==> config.mk <==
export PLATFORM = sky130hd
export DESIGN_NAME = qk_sequencer
export DESIGN_NICKNAME = d
export VERILOG_FILES = /design/src/rtl/qk_seq_pkg.sv /design/src/rtl/qk_seq_cnt.sv /design/src/rtl/qk_sequencer.sv
export SDC_FILE = /design/constraint.sdc
export NUM_CORES = 1
export LEC_CHECK = 0
export CAP_MARGIN = 20
export CORE_MARGIN = 10
export CORE_UTILIZATION = 35
export DETAILED_ROUTE_END_ITERATION = 12
export PLACE_DENSITY = 0.67
export SYNTH_ARGS = -nofsm -noshare
export SYNTH_HDL_FRONTEND = slang
export SYNTH_HIERARCHICAL = 1
export SYNTH_SLANG_ARGS = --single-unit
==> constraint.sdc <==
create_clock -name clk -period 2.6 [get_ports clk]
set_input_delay 0.26 -clock clk [delete_from_list [all_inputs] [get_ports clk]]
set_output_delay 0.26 -clock clk [all_outputs]
set_load 0.01 [all_outputs]
==> src/rtl/qk_seq_pkg.sv <==
// ============================================================================
// Module      : qk_seq_pkg
// Description : Shared state encoding, inst field positions and widths for
//               the QK sequencer.
// Revision    : 1.0
// ============================================================================
`default_nettype none

package qk_seq_pkg;

    localparam int INST_W = 17;
    localparam int ADD_W  = 4;
    localparam int CNT_W  = 8;

    localparam int OFIFO_RD_BIT  = 16;
    localparam int QKMEM_ADD_LSB = 12;
    localparam int PMEM_ADD_LSB  = 8;
    localparam int EXECUTE_BIT   = 7;
    localparam int LOAD_BIT      = 6;
    localparam int QMEM_RD_BIT   = 5;
    localparam int QMEM_WR_BIT   = 4;
    localparam int KMEM_RD_BIT   = 3;
    localparam int KMEM_WR_BIT   = 2;
    localparam int PMEM_RD_BIT   = 1;
    localparam int PMEM_WR_BIT   = 0;

    typedef enum logic [3:0] {
        ST_IDLE     = 4'd0,
        ST_QWR      = 4'd1,
        ST_KWR      = 4'd2,
        ST_LOAD     = 4'd3,
        ST_EXEC     = 4'd4,
        ST_WAIT     = 4'd5,
        ST_DRAIN    = 4'd6,
        ST_READBACK = 4'd7,
        ST_DONE     = 4'd8
    } state_t;

endpackage

`default_nettype wire

==> src/rtl/qk_seq_cnt.sv <==
// ============================================================================
// Module      : qk_seq_cnt
// Description : Loadable phase counter; saturates at limit and flags it on tc.
// Revision    : 1.0
// ============================================================================
`default_nettype none

module qk_seq_cnt
    import qk_seq_pkg::*;
(
    input  logic             clk,
    input  logic             reset,
    input  logic             load,
    input  logic [CNT_W-1:0] load_value,
    input  logic             enable,
    input  logic [CNT_W-1:0] limit,
    output logic [CNT_W-1:0] count,
    output logic             tc
);

    assign tc = (count == limit);

    always_ff @(posedge clk or negedge reset) begin
        if (!reset) begin
            count <= '0;
        end else if (load) begin
            count <= load_value;
        end else if (enable && !tc) begin
            count <= count + 1'b1;
        end
    end

endmodule

`default_nettype wire

==> src/rtl/qk_sequencer.sv <==
// ============================================================================
// Module      : qk_sequencer
// Description : Drives the fullchip inst word through write, load, execute,
//               wait and drain phases. Optional READBACK phase under the
//               macro QK_SEQ_READBACK_EN.
// Revision    : 1.0
// ============================================================================
`default_nettype none

module qk_sequencer
    import qk_seq_pkg::*;
#(
    parameter int bw          = 8,
    parameter int pr          = 16,
    parameter int col         = 8,
    parameter int total_cycle = 8,
    parameter int gap         = 10
)(
    input  logic                clk,
    input  logic                reset,
    input  logic                start,
    input  logic                abort,
    input  logic                in_valid,
    input  logic [pr*bw-1:0]    in_data,
    output logic                in_ready,
    output logic [pr*bw-1:0]    mem_in,
    output logic [INST_W-1:0]   inst,
    output logic                busy,
    output logic                done
);

    localparam logic [CNT_W-1:0] LIM_Q    = CNT_W'(total_cycle - 1);
    localparam logic [CNT_W-1:0] LIM_K    = CNT_W'(col - 1);
    localparam logic [CNT_W-1:0] LIM_LOAD = CNT_W'(col + 1);
    localparam logic [CNT_W-1:0] LIM_WAIT = CNT_W'((gap > 0) ? gap - 1 : 0);

    state_t              state;
    state_t              state_next;
    logic [INST_W-1:0]   inst_next;
    logic [CNT_W-1:0]    count;
    logic [CNT_W-1:0]    limit;
    logic [ADD_W-1:0]    add_cnt;
    logic                tc;
    logic                cnt_load;
    logic                cnt_en;
    logic                accept;

    assign in_ready = (state == ST_QWR) || (state == ST_KWR);
    assign accept   = in_valid && in_ready;
    assign busy     = (state != ST_IDLE);
    assign done     = (state == ST_DONE);
    assign add_cnt  = count[ADD_W-1:0];

    qk_seq_cnt u_cnt (
        .clk        (clk),
        .reset      (reset),
        .load       (cnt_load),
        .load_value ('0),
        .enable     (cnt_en),
        .limit      (limit),
        .count      (count),
        .tc         (tc)
    );

    always_comb begin
        state_next = state;
        inst_next  = '0;
        limit      = '0;
        cnt_en     = 1'b0;
        cnt_load   = 1'b0;
        case (state)
            ST_IDLE: begin
                cnt_load = 1'b1;
                if (start) state_next = ST_QWR;
            end
            // A bubble keeps the last presented write address on the bus.
            ST_QWR: begin
                limit  = LIM_Q;
                cnt_en = accept;
                inst_next[QMEM_WR_BIT] = accept;
                inst_next[QKMEM_ADD_LSB +: ADD_W] = accept ? add_cnt : inst[QKMEM_ADD_LSB +: ADD_W];
                if (accept && tc) begin
                    state_next = ST_KWR;
                    cnt_load   = 1'b1;
                end
            end
            ST_KWR: begin
                limit  = LIM_K;
                cnt_en = accept;
                inst_next[KMEM_WR_BIT] = accept;
                inst_next[QKMEM_ADD_LSB +: ADD_W] = accept ? add_cnt : inst[QKMEM_ADD_LSB +: ADD_W];
                if (accept && tc) begin
                    state_next = ST_LOAD;
                    cnt_load   = 1'b1;
                end
            end
            ST_LOAD: begin
                limit  = LIM_LOAD;
                cnt_en = 1'b1;
                inst_next[LOAD_BIT] = 1'b1;
                if (count != '0 && !tc) begin
                    inst_next[KMEM_RD_BIT] = 1'b1;
                    inst_next[QKMEM_ADD_LSB +: ADD_W] = add_cnt - 1'b1;
                end
                if (tc) begin
                    state_next = ST_EXEC;
                    cnt_load   = 1'b1;
                end
            end
            ST_EXEC: begin
                limit  = LIM_Q;
                cnt_en = 1'b1;
                inst_next[EXECUTE_BIT] = 1'b1;
                inst_next[QMEM_RD_BIT] = 1'b1;
                inst_next[QKMEM_ADD_LSB +: ADD_W] = add_cnt;
                if (tc) begin
                    state_next = (gap == 0) ? ST_DRAIN : ST_WAIT;
                    cnt_load   = 1'b1;
                end
            end
            ST_WAIT: begin
                limit  = LIM_WAIT;
                cnt_en = 1'b1;
                if (tc) begin
                    state_next = ST_DRAIN;
                    cnt_load   = 1'b1;
                end
            end
            ST_DRAIN: begin
                limit  = LIM_Q;
                cnt_en = 1'b1;
                inst_next[OFIFO_RD_BIT] = 1'b1;
                inst_next[PMEM_WR_BIT]  = 1'b1;
                inst_next[PMEM_ADD_LSB +: ADD_W] = add_cnt;
                if (tc) begin
`ifdef QK_SEQ_READBACK_EN
                    state_next = ST_READBACK;
`else
                    state_next = ST_DONE;
`endif
                    cnt_load   = 1'b1;
                end
            end
`ifdef QK_SEQ_READBACK_EN
            ST_READBACK: begin
                limit  = LIM_Q;
                cnt_en = 1'b1;
                inst_next[PMEM_RD_BIT] = 1'b1;
                inst_next[PMEM_ADD_LSB +: ADD_W] = add_cnt;
                if (tc) begin
                    state_next = ST_DONE;
                    cnt_load   = 1'b1;
                end
            end
`endif
            ST_DONE: begin
                state_next = ST_IDLE;
                cnt_load   = 1'b1;
            end
            default: begin
                state_next = ST_IDLE;
                cnt_load   = 1'b1;
            end
        endcase
        if (abort) begin
            state_next = ST_IDLE;
            inst_next  = '0;
            cnt_load   = 1'b1;
        end
    end

    always_ff @(posedge clk or negedge reset) begin
        if (!reset) begin
            state  <= ST_IDLE;
            inst   <= '0;
            mem_in <= '0;
        end else begin
            state <= state_next;
            inst  <= inst_next;
            if (accept && !abort) mem_in <= in_data;
        end
    end

endmodule

`default_nettype wire

* Word level (Yosys, flattened, before mapping) *
Cells that the tools add are included.

storage, ports and cells
  bits in writable memories = 0
  memories = 0
  output and inout bits = 148
  bits of input ports = 133
  word-level logic and storage cells = 69
  latch bits = 0
  bits in read-only memories = 0
  register bits after elaboration = 157

cells by class
  reductions and logical operators = 17
  add/sub/neg operators = 2
  order comparisons = 0
  div/mod/pow operators = 0
  $mul = 0
  eq/ne operators = 16
  shifts and indexed selects = 0
  bitwise gates (word level) = 0
  multiplexer cells = 29

operators with widths
  operator               count
  $mux W4                11
  $pmux W4 S7            1
  $mux W17               1
  $mux W8                2
  $ne A3 B3 Y1 const B   5
  $eq A4 B3 Y1 const B   3
  $pmux W4 S3            1
  $mux W1                10
  $add A8 B1 Y8 const B  1
  $eq A4 B2 Y1 const B   2
  $eq A8 B4 Y1           1
  $pmux W4 S2            1
  $reduce_bool A8 Y1     1
  $reduce_or A4 Y1       2
  $reduce_and A7 Y1      1
  $ne A3 B2 Y1 const B   2
  $logic_and A1 B1 Y1    5
  $eq A4 B1 Y1 const B   1
  $eq A4 B4 Y1 const B   1
  $logic_not A4 Y1       1
  $pmux W1 S2            2
  $reduce_bool A4 Y1     1
  $reduce_or A2 Y1       2
  $sub A4 B1 Y4 const B  1
  other kinds (4)        5

* Depth between registers and ports, before layout *
  depth in word-level cells = 9
  depth in mapped cells = 15
  gate-level depth less buffers = 12

* Modules after synthesis *
The synthesis kept the hierarchy.

by module, submodules not included
  module        cells an instance  sequential area each (um2)  times used  area an instance (um2)
  qk_sequencer  387                3653.5                      1           6289.8
  qk_seq_cnt    55                 200.2                       1           593.1

* Worst setup path after synthesis *
No wires, ideal clock.

  path type = reg2reg
  from = register state[1]
  to = register u_cnt.count[0]
  library setup time = 0.083 ns
  clock period less this slack = 2.766 ns
  setup slack = -0.166 ns
  buffers on the path = 3
  arrival = 2.684 ns
  data required time = 2.517 ns
  cell stages (with the launch flop) = 14
  path through = dfrtp_1 > buf_4 > clkbuf_1 > nor3_1 > nor3_1 > xnor2_1 > nand4_4 > nor2_1 > a21o_1 > a2bb2oi_1 > nand2_1 > or2_2 > clkbuf_1 > o21ai_0

on the way
  word-level cells in the longest chain between the ends = 9
  elaborated cells between the ends (all ways) = 24
  those cells by class = eq/ne: 7; mux: 7; reduce/logical: 10

RTL lines
  element                                                                       line                                    source
  from (decl)                                                                   qk_sequencer.sv:37                      state_t state;
  from (signal assigned)                                                        qk_sequencer.sv:178                     state <= state_next;
  $eq A4 B1 Y1 (tied with other cells)                                          qk_sequencer.sv:71                      case (state)
  $reduce_or A4 Y1 (no source line) / $reduce_or A2 Y1 (equally long branches)  n/a
  $pmux W4 S2 *                                                                 qk_sequencer.sv:71
  via limit[1]                                                                  qk_sequencer.sv:41                      logic [CNT_W-1:0] limit;
  $eq A8 B4 Y1 *                                                                qk_seq_cnt.sv:21                        assign tc = (count == limit);
  via tc                                                                        qk_sequencer.sv:43                      logic tc;
  $logic_and A1 B1 Y1                                                           qk_sequencer.sv:82, qk_sequencer.sv:92
  $mux W1                                                                       qk_sequencer.sv:82, qk_sequencer.sv:92
  $pmux W1 S2 *                                                                 qk_sequencer.sv:71
  $mux W1 *                                                                     qk_sequencer.sv:165                     if (abort) begin
  via cnt_load                                                                  qk_sequencer.sv:44                      logic cnt_load;
  $mux W8 / $reduce_bool A2 Y1 (equally long branches)                          n/a
  to (signal assigned)                                                          qk_seq_cnt.sv:27                        count <= load_value;
  to (signal assigned)                                                          qk_seq_cnt.sv:29                        count <= count + 1'b1;
  to (decl)                                                                     qk_seq_cnt.sv:17                        output logic [CNT_W-1:0] count,

Mark *: on every way through the listed nets, which the timed path passes. The rest lies on a longest branch.
A chain may end at the register's enable or synchronous reset.

* Worst setup path in the final report *
  from = register state[2]
  to = register u_cnt.count[6]

Same word-level chain as after synthesis.

==> results.yml <==
floorplan:
  die_width_microns: 160.2
  floorplan.initialDensity: 0.3548
  num_rows: 51
  fp.dieArea_sq_um: 25670
  num_io_pins: 281
  floorplan.die.height_microns: 160.2
  core_region_area_sq_um: 19400
detailed_routing:
  route.detailed.drc: 0
  vias_per_cell: 4.610
  drt_wl_total_microns: 20510
  routed-via-count: 4744
  number_of_routed_nets_with_antenna_violations: 0
  drtIter0Drc: 251
  wl_per_cell_microns: 19.93
  drt_pass1_iterations: 4
clock_tree:
  maximum_clock_insertion_buffer_count: 2
  cts-root-buf: "clkbuf_16"
  numCtsBuffers: 17
  path_clk_slew_ns: 0.06
  clock-sinks: 154
  clock_insertion_delay_worst_skew_ns: 0.42
  clock_tree.htree_level_count: 4
  tritoncts: "done"
place:
  placement.io_buffers: 279
  post_place_instance_area_sq_um: 10090
  routabilityCongestion: 0.8583
  place.detailed.hpwl_microns: 15610
power_and_ir_drop:
  vdd_ir_drop_max_mv: 0.4111
  total_leakage_power_nw: 4.906
  pwr_density_cell_nw_per_um2: 1133
  post-layout-total-power_mw: 12.12
sta:
  layout_min_cycle_time_ns: 2.442
  timing.fmax_mhz: 409.6
  maxSlewViolCount: 0
  finalClockSkew_ns: 0.01209
  tightest_slew_ns: 0.7690
  finalHoldViolCount: 0
  finalSetupViolCount: 0
  hold_slack_ns: 0.4430
  finalCritPeriodShare: 0.9391
  slew_headroom: 0.4874
worst_setup_path:
  worst_ep_arrival_time_ns: 2.77
  critical_path_fanouts_max: 10
  critical_path.reg2reg.startpoint: "state[2]"
  worst-r2r-cell-count: 11
  crit_type: "reg -> reg"
  end_kind: "flop"
  worst_setup_path_startpoint: "state[2]"
  worst_setup_endpoint: "u_cnt/count[6]"
  rr_endpoint: "u_cnt/count[6]"
  crit_required_ns: 2.93
  reg2reg_setup_slack_ns: 0.16
  cp-start-kind: "flop"
outcome:
  result_of_the_run: "complete, no violations"
global_routing:
  grt.overflow.total: 0
  groute.usage.overall: 0.1593
  wire_length_of_the_first_global_routing_pass_microns: 32440
  vias_in_the_first_global_route: 5347
  number_of_antenna_violations_at_the_first_check_in_global_routing: 0
  grt_start_max_net_pins: 82
synth:
  ys_ff_latch: 154
  synth-warning-count: 6
  synth_enable_flop_cells: 0
  netlist.top_cell.by_area: "dfrtp_1"
  synthCells: 442
  synth.lib_cells_used.distinct: 53
  synth_area_per_cell_sq_um: 15.57
  synth.cell_area_sq_um: 6883
  synth.top_cell.area_share: 0.5599
  synth-async-reset-ratio: 1.000
  netlist_top_cells_area: "dfrtp_1 56%, mux2_4 26%, buf_6 2.3%, mux2_2 1.8%, xnor2_1 1.4%"
  ys.flop_type: "dfrtp_1"
  synth_seq_area_share: 0.5599
worst_hold_path:
  hold_class: "in -> reg"
layout:
  multiInputGateArea_sq_um: 2855
  num-fill-cells: 1622
  area_delta_synth_final_pct: 55.41
  layout.nets: 886
  ff_latch_area_sq_um: 3856
  insertedDiodeCount: 0
  layout-drive-gt1-share: 0.2683
  final_design_area_no_fill_sq_um: 10700
run:
  cap_viol_max_count: 0
synthesized netlist by cell type, types with 3 or more instances:
cell / n
and2_1: 4
o21ai_0: 7
clkbuf_1: 7
nor3_1: 10
mux2_2: 11
xnor2_1: 11
o31ai_1: 3
nor2_1: 11
mux2_4: 119
xor2_1: 6
nor4_1: 5
a21oi_1: 6
buf_6: 14
buf_4: 5
a211oi_1: 3
nand2_1: 13
dfrtp_1: 154
inv_1: 6
worst min path at each step:
stage,slack (ns),from,to,depth (start not counted)
finish,0.44,in_data[32],mem_in[32],2
floorplan,-0.04,reset,inst[0],0
CTS,0.42,in_data[25],mem_in[25],2
global placement,0.35,reset,mem_in[15],1
detailed placement,0.37,reset,mem_in[6],1
global route,0.44,in_data[88],mem_in[88],2
state kept, by name, indices dropped and copies added (netlist names):
register and count:
mem_in 128, inst 14, u_cnt/count 8, state 4
critical path: stages (launching register included):
cell       delay [ns]
dfrtp_2          0.47
o21a_1           0.23
nor3_2           0.19
xnor2_1          0.15
nand4_4          0.12
nor2_2           0.06
a21o_1           0.17
a2bb2oi_2        0.19
nand2_1          0.09
or2_2            0.34
buf_4            0.18
o21ai_0          0.16
per-stage QoR:
stage | setup slack [ns] | util | cells | TNS [ns]
6_report | 0.1584 | 0.5514 | 1029 | 0
5_1_grt | -0.003546 | 0.5514 | 1029 | -0.003546
4_1_cts | 0.01510 | 0.5499 | 1027 | 0
3_5_place_dp | -0.05012 | 0.5201 | 994 | -0.1449
3_3_place_gp | 0.07733 | 0.5201 | 994 | 0
2_1_floorplan | 0.03197 | - | 454 | 0
routing by layer:
metal / vias to the layer above / track usage / part of all wire
met5: - / 0 / 0
met4: 0 / 0.05801 / 0.021
met3: 32 / 0.04704 / 0.059
met2: 182 / 0.2686 / 0.51
met1: 2360 / 0.1882 / 0.41
li1: 2170 / - / -
repair_timing:
item	in CTS	in global routing
hold buffers	1	0
setup endpoints to repair	8	8
endpoints found under the hold margin	79	0
buffers inserted	0	2
gates resized for setup	1	5
cell type report:
type / instances / area share
multi-input combinational: 267 / 0.2669
tap: 265 / 0.03100
inverter: 6 / 0.002106
clock buffer: 18 / 0.04012
sequential: 154 / 0.3605
clock inverter: 14 / 0.01287
timing repair buffer: 305 / 0.2865
power breakdown:
group	switching (mW)	internal, mW
Combinational	1.98	3.58
Sequential	0.704	3.47
Clock	1.05	1.34
Total	3.73	8.39
cell usage in the layout, fill, tap and decap left out, drive strengths merged, types with 4 or more instances in the layout:
cell type,Yosys,layout
xor2,6,6
mux2,132,132
clkbuf,7,19
dfrtp,154,154
xnor2,12,12
a21oi,6,6
nand2,13,13
inv,6,11
o21ai,8,8
clkdlybuf4s50,0,278
buf,20,25
clkinvlp,0,5
conb,1,13
nor3,11,11
nor2,11,11
nor4,5,5
and2,4,4
cell families (layout without fill, tap and decap cells):
kind of cell,after synthesis,in the layout,synth area share
flip-flops,154,154,0.5599
multiplexers,134,134,0.2838
AND/OR/NAND/NOR,67,67,0.05781
AO/OA/AOI/OAI,33,33,0.03418
buffers and inverters,33,343,0.03618
XOR/XNOR,18,18,0.02400
adder cells (fa/ha/maj),2,2,0.003635
other,1,13,0.0005448
No activity file was read; power rests on OpenSTA's default activity.
